[src/rtl/pcie_phy_pkg.sv]
// Shared types and constants for the PCIe PHY transmit path.
// The optional running-disparity checker is enabled with TX_SER_DISP_CHECK_EN.
package pcie_phy_pkg;

   localparam int SYM_W = 10;

   typedef logic [SYM_W-1:0] sym10_t;

   typedef enum logic {
      SER_IDLE,
      SER_SHIFT
   } ser_state_e;

   // Counter value at which the last bit ('j') of a symbol is on the wire
   localparam logic [3:0] LAST_BIT = 4'd9;

   // Population count of a 10-bit symbol; result range 0..10
   function automatic logic [3:0] count_ones(input sym10_t sym);
      logic [3:0] n;
      n = '0;
      for (int i = 0; i < SYM_W; i++) begin
         n = n + {3'b000, sym[i]};
      end
      return n;
   endfunction

endpackage

[src/rtl/disparity_checker_10b.sv]
// Running-disparity checker for 8b/10b symbols entering the serializer.
// Compiled only when TX_SER_DISP_CHECK_EN is defined; otherwise no checker exists.
`ifdef TX_SER_DISP_CHECK_EN
module disparity_checker_10b (
   input  logic   clk_i,
   input  logic   rst_i,
   input  logic   load_i,
   input  pcie_phy_pkg::sym10_t sym_i,
   output logic   err_o
);
   import pcie_phy_pkg::*;

   logic       rd_pos_q;
   logic       rd_pos_d;
   logic       sym_err;
   logic [3:0] ones;

   // Classify the symbol being loaded and work out the disparity it leaves behind
   always_comb begin
      ones     = count_ones(sym_i);
      sym_err  = 1'b0;
      rd_pos_d = rd_pos_q;
      if (ones == 4'd6) begin
         sym_err  = rd_pos_q;
         rd_pos_d = 1'b1;
      end else if (ones == 4'd4) begin
         sym_err  = !rd_pos_q;
         rd_pos_d = 1'b0;
      end else if (ones != 4'd5) begin
         sym_err  = 1'b1;
      end
   end

   // Track running disparity and pulse the error during the symbol's first bit
   always_ff @(posedge clk_i) begin
      if (rst_i) begin
         rd_pos_q <= 1'b0;
         err_o    <= 1'b0;
      end else begin
         err_o <= load_i && sym_err;
         if (load_i) begin
            rd_pos_q <= rd_pos_d;
         end
      end
   end

endmodule
`endif

[src/rtl/tx_serializer_10b.sv]
// 10-bit symbol serializer with a one-deep holding register for gapless streaming.
// Define TX_SER_DISP_CHECK_EN to add the running-disparity checker on disp_err_o.
module tx_serializer_10b #(
   parameter int SYM_W = 10
) (
   input  logic             clk_i,
   input  logic             rst_i,
   input  logic             sym_valid_i,
   input  logic [SYM_W-1:0] sym_i,
   output logic             sym_ready_o,
   output logic             ser_o,
   output logic             ser_valid_o,
   output logic             underrun_o,
   output logic             disp_err_o
);
   import pcie_phy_pkg::*;

   ser_state_e state_q;
   ser_state_e state_d;

   sym10_t     shift_q;
   sym10_t     hold_q;
   logic       hold_valid_q;
   logic       hold_valid_d;
   logic       ready_q;
   logic [3:0] bit_cnt_q;
   logic       underrun_q;

   logic       xfer;
   logic       last_bit;
   logic       hold_write;
   logic       load_shift;
   sym10_t     load_value;

   assign xfer     = sym_valid_i && ready_q;
   assign last_bit = (state_q == SER_SHIFT) && (bit_cnt_q == LAST_BIT);

   // Decide when the shift register takes a new symbol and where it comes from
   always_comb begin
      hold_write   = (state_q == SER_SHIFT) && (bit_cnt_q != LAST_BIT) && xfer;
      load_shift   = ((state_q == SER_IDLE) && xfer) ||
                     (last_bit && (hold_valid_q || xfer));
      load_value   = hold_valid_q ? hold_q : sym_i;
      hold_valid_d = hold_valid_q;
      if (hold_write) begin
         hold_valid_d = 1'b1;
      end else if (last_bit && hold_valid_q) begin
         hold_valid_d = 1'b0;
      end
   end

   // FSM state register
   always_ff @(posedge clk_i) begin
      if (rst_i) begin
         state_q <= SER_IDLE;
      end else begin
         state_q <= state_d;
      end
   end

   // FSM next state: leave IDLE on a transfer, drop back when the stream runs dry
   always_comb begin
      state_d = state_q;
      case (state_q)
         SER_IDLE: begin
            if (xfer) begin
               state_d = SER_SHIFT;
            end
         end
         SER_SHIFT: begin
            if (last_bit && !hold_valid_q && !xfer) begin
               state_d = SER_IDLE;
            end
         end
         default: state_d = SER_IDLE;
      endcase
   end

   // FSM outputs: the serial line is quiet in IDLE and carries shift[0] in SHIFT
   always_comb begin
      ser_o       = 1'b0;
      ser_valid_o = 1'b0;
      if (state_q == SER_SHIFT) begin
         ser_o       = shift_q[0];
         ser_valid_o = 1'b1;
      end
   end

   // Shift register and bit counter: reload on a new symbol, otherwise shift out LSB first
   always_ff @(posedge clk_i) begin
      if (rst_i) begin
         shift_q   <= '0;
         bit_cnt_q <= '0;
      end else if (load_shift) begin
         shift_q   <= load_value;
         bit_cnt_q <= '0;
      end else if (state_q == SER_SHIFT) begin
         shift_q   <= {1'b0, shift_q[SYM_W-1:1]};
         bit_cnt_q <= bit_cnt_q + 4'd1;
      end
   end

   // Holding register; ready is kept as its own flop mirroring an empty hold slot
   always_ff @(posedge clk_i) begin
      if (rst_i) begin
         hold_q       <= '0;
         hold_valid_q <= 1'b0;
         ready_q      <= 1'b1;
      end else begin
         if (hold_write) begin
            hold_q <= sym_i;
         end
         hold_valid_q <= hold_valid_d;
         ready_q      <= !hold_valid_d;
      end
   end

   // Underrun pulse for the first IDLE cycle after the last bit went out
   always_ff @(posedge clk_i) begin
      if (rst_i) begin
         underrun_q <= 1'b0;
      end else begin
         underrun_q <= (state_q == SER_SHIFT) && (state_d == SER_IDLE);
      end
   end

   assign sym_ready_o = ready_q;
   assign underrun_o  = underrun_q;

`ifdef TX_SER_DISP_CHECK_EN
   disparity_checker_10b u_disp_check (
      .clk_i  (clk_i),
      .rst_i  (rst_i),
      .load_i (load_shift),
      .sym_i  (load_value),
      .err_o  (disp_err_o)
   );
`else
   assign disp_err_o = 1'b0;
`endif

endmodule

[config.mk]
export PLATFORM = sky130hd
export DESIGN_NAME = tx_serializer_10b
export DESIGN_NICKNAME = d
export VERILOG_FILES = /design/src/rtl/pcie_phy_pkg.sv /design/src/rtl/disparity_checker_10b.sv /design/src/rtl/tx_serializer_10b.sv
export SDC_FILE = /design/constraint.sdc
export NUM_CORES = 1
export LEC_CHECK = 0
export ABC_AREA = 1
export BUFFER_PORTS_ARGS = -buffer_cell sky130_fd_sc_hd__buf_4
export CAP_MARGIN = 20
export CORE_MARGIN = 2
export CORE_UTILIZATION = 44
export CTS_CLUSTER_DIAMETER = 40
export CTS_CLUSTER_SIZE = 8
export DETAILED_ROUTE_END_ITERATION = 10
export GPL_TIMING_DRIVEN = 0
export PLACE_DENSITY = 0.63
export SLEW_MARGIN = 20
export SYNTH_ARGS = -nofsm -noshare
export SYNTH_HDL_FRONTEND = slang
export SYNTH_HIERARCHICAL = 1
export SYNTH_SLANG_ARGS = --single-unit
[constraint.sdc]
create_clock -name clk_i -period 1.4 [get_ports clk_i]
set_clock_uncertainty 0.1 [all_clocks]
set_input_delay 0.21 -clock clk_i [delete_from_list [all_inputs] [get_ports clk_i]]
set_output_delay 0.21 -clock clk_i [all_outputs]
set_load 0.03 [all_outputs]
==> metrics.md <==
| Metric | Value |
|---|---|
| Yosys warnings | `6` |
| Dpl hpwl | `2080 µm` |
| Footprint of the multi-input gates | `694 µm²` |
| Tcrit/Tclk final | `99.2%` |
| Worst EP required | `1540 ps` |
| Finished Core Util | `59.4%` |
| H-tree lvl count | `1` |
| Slew Limit Fails | `0` |
| Flops & latches, synth | `28` |
| Min Clock Period, post-route | `1390 ps` |
| Seq/Total Area, Yosys | `40.9%` |
| RePlAce Congestion | `0.809` |
| Die W | `59.8 µm` |
| IO Pins | `18` |
| Sum of negative setup slack | `0 ps` |
| PwrDens | `963 mW/mm²` |
| Share of post-route cells with drive strength above 1 | `29.1%` |
| Register clock-pin slew on the reported worst setup and hold paths | `150 ps` |
| CTS tree | `built` |
| Starting Density | `45.7%` |
| Post-Syn Instances | `204` |
| Max incr delay on CP | `360 ps` |
| Grt total ovfl | `0` |
| Antenna violations before repair | `0` |
| Bufs on Longest Clock Path | `2` |
| Peak supply drop | `0.000475 V` |
| Cell Area, Synth | `0.00137 mm²` |
| Lkg Pwr | `0.907 nW` |
| Total Nets Final | `250` |
| Max stage delay cell, worst path | `dfxtp_2` |
| Die ar. | `0.00358 mm²` |
| Final Hold Vio Count | `0` |
| Mapped Nets | `219` |
| First-pass GRT wire length | `5010 µm` |
| Total CTS buffers | `3` |
| GR Util All Layers | `18.4%` |
| Vias | `1320` |
| Final setup fails | `0` |
| Area delta synth->final | `30.1%` |
| Via-to-Cell Ratio | `4.94` |
| Clk sink count | `28` |
| Area post-placement | `0.00154 mm²` |
| PortBufs | `16` |
| Diodes inserted | `0` |
| Worst Path Max Fanout | `5` |
| Row count | `20` |
| Hold path depth | `3` |
| DRT iter0 DRCs | `92` |
| Core Area | `0.00300 mm²` |
| Routed wire length | `3050 µm` |
| Arrival time at the worst endpoint | `1530 ps` |
| Startpoint types | `register` |
| Number of max-cap violations | `0` |
| Setup Slack @ Placement | `-151 ps` |
| Clk Latency, worst-skew pair | `320 ps` |
| FF-to-FF path depth | `7` |
| Status | `complete, no violations` |
| Distinct cell type count after synthesis | `22` |
| Finished Cell Area | `0.00178 mm²` |
| Storage element area | `567 µm²` |
| Pin count of the biggest net entering global routing | `16` |
| Setup ws final | `11.0 ps` |
| Fmax | `0.720 GHz` |
| Top cells by area, synth | `dfxtp_1 (41%), nand2_1 (15%), inv_1 (9.6%), nand3_1 (8.8%), o21ai_0 (7.7%)` |
| Number of global-route vias before repair | `1198` |
| Placed Cells | `253` |
| Root Buffer | `clkbuf_4` |
| Slew margin rel. | `56.3%` |
| Measured slew at the worst slew-check pin | `655 ps` |
| Antenna Violating Nets Remaining | `0` |
| Crit end category | `register` |
| Setup repair after global routing missed its margin | `true` |
| Setup CP Type | `register to register` |
| Remaining DRCs | `0` |
| Share of the synthesized area in the top cell type | `40.9%` |
| HP Class | `input port to register` |
| Avg Cell Area, Syn | `6.72 µm²` |
| Area leader, netlist | `dfxtp_1` |
| Height of the die | `59.8 µm` |
| Fin cells | `267` |
| Routed WL per cell | `11.4 µm` |
| Filler Cells Inserted | `284` |
| Crit-path cells | `inv_2, ha_4, nand3_4, nand3b_1, buf_6, o21ai_2, a21oi_2` |
| Drt first pass iters | `4` |
==> cell usage after synthesis <==
master / number
nand2_1: 55
inv_2: 1
dfxtp_1: 28
nor2_1: 4
xor2_1: 1
buf_4: 4
inv_4: 1
clkbuf_1: 1
buf_2: 3
conb_1: 1
buf_6: 1
o21ai_0: 21
buf_1: 2
nand3b_1: 1
inv_1: 35
o21ai_4: 1
ha_1: 2
nand2_2: 2
a21oi_1: 14
nor3_1: 1
nand3_1: 24
or2_2: 1
==> metal layers <==
layer	global-route usage, %	vias up	routed length [µm]
li1	-	692	-
met1	21.5	606	1330
met2	34.8	18	1610
met3	1.95	4	76
met4	5.71	0	29
met5	0	-	0
==> report_power, final <==
| group | total (mW) | leakage [nW] | switching [mW] | internal (mW) |
|---|---|---|---|---|
| combinational | 0.430 | 0.655 | 0.243 | 0.187 |
| sequential | 0.895 | 0.231 | 0.0335 | 0.862 |
| clock | 0.393 | 0.0210 | 0.233 | 0.159 |
| total | 1.72 | 0.907 | 0.510 | 1.21 |
==> per-stage QoR <==
| step | power, mW | hold slack, ps |
|---|---|---|
| after CTS | 1.66 | 57.2 |
| final | 1.72 | 34.4 |
| after global placement | 1.24 | 304 |
| after floorplan | 1.15 | 172 |
| after detailed placement | 1.25 | 313 |
| after global routing | 1.83 | 41.2 |
==> sequential cells by signal (all words and copies together), names as in the netlist <==
register / count
bit_cnt_q: 4
hold_q: 10
hold_valid_q: 1
shift_q: 10
state_q: 1
sym_ready_o: 1
underrun_o: 1
==> worst max-delay path: cells and delay by family, from the launching register on <==
| family | cells | cell delay, ps |
|---|---|---|
| buf+inv | 2 | 250 |
| compound gates | 2 | 180 |
| simple gates | 2 | 270 |
| fa+ha+maj | 1 | 150 |
| flops | 1 | 360 |
==> cell usage in the layout (no fill, tap or decap), types with 5 or more instances in the layout <==
cell type	netlist	layout
nand2_1	55	52
inv_1	35	33
buf_4	4	24
nand3_1	24	23
dfxtp_1	28	23
a21oi_1	14	11
o21ai_0	21	10
buf_6	1	9
o21ai_2	0	9
dfxtp_2	0	5
==> final cells by class <==
cell class                      count  share of cell area, %
Timing Repair Buffer               26                   11.4
Tap cell                           33                   2.31
Inverter                           37                   7.92
Multi-Input combinational cell    128                   38.9
Sequential cell                    28                   31.8
Clock buffer                        4                   2.03
Buffer                             11                   5.68
==> cells by family (layout without fill, tap and decap cells) <==
kind of cell / count (synthesis) / count (layout) / synth area share (%)
and+or+nand+nor: 88 / 88 / 27.2
buffers and inverters: 48 / 78 / 15.2
AOI/OAI and AO/OA: 36 / 36 / 14.0
DFF: 28 / 28 / 40.9
adders and majority gates: 2 / 2 / 1.82
other: 1 / 1 / 0.273
xor gates and xnor gates: 1 / 1 / 0.639
==> final timing paths <==
path	from	to	slack, ps
setup / recovery	bit_cnt_q[1]$_SDFFE_PP0P_	hold_q[7]$_SDFFE_PP0P_	10
hold / removal	sym_i[7]	hold_q[7]$_SDFFE_PP0P_	30
setup reg to reg	bit_cnt_q[1]$_SDFFE_PP0P_	hold_q[7]$_SDFFE_PP0P_	10
hold reg to reg	hold_q[6]$_SDFFE_PP0P_	hold_q[6]$_SDFFE_PP0P_	360
==> repair_timing <==
item | 4_1_cts | 5_1_grt
gates resized for setup | 9 | 46
buffers inserted | 1 | 6
hold buffers | 1 | 0
cloned | 0 | 2
endpoints found under the setup margin | 25 | 25
hold endpoints to repair | 3 | 0
pin swaps | 0 | 4
(Power assumes the default switching activity.)
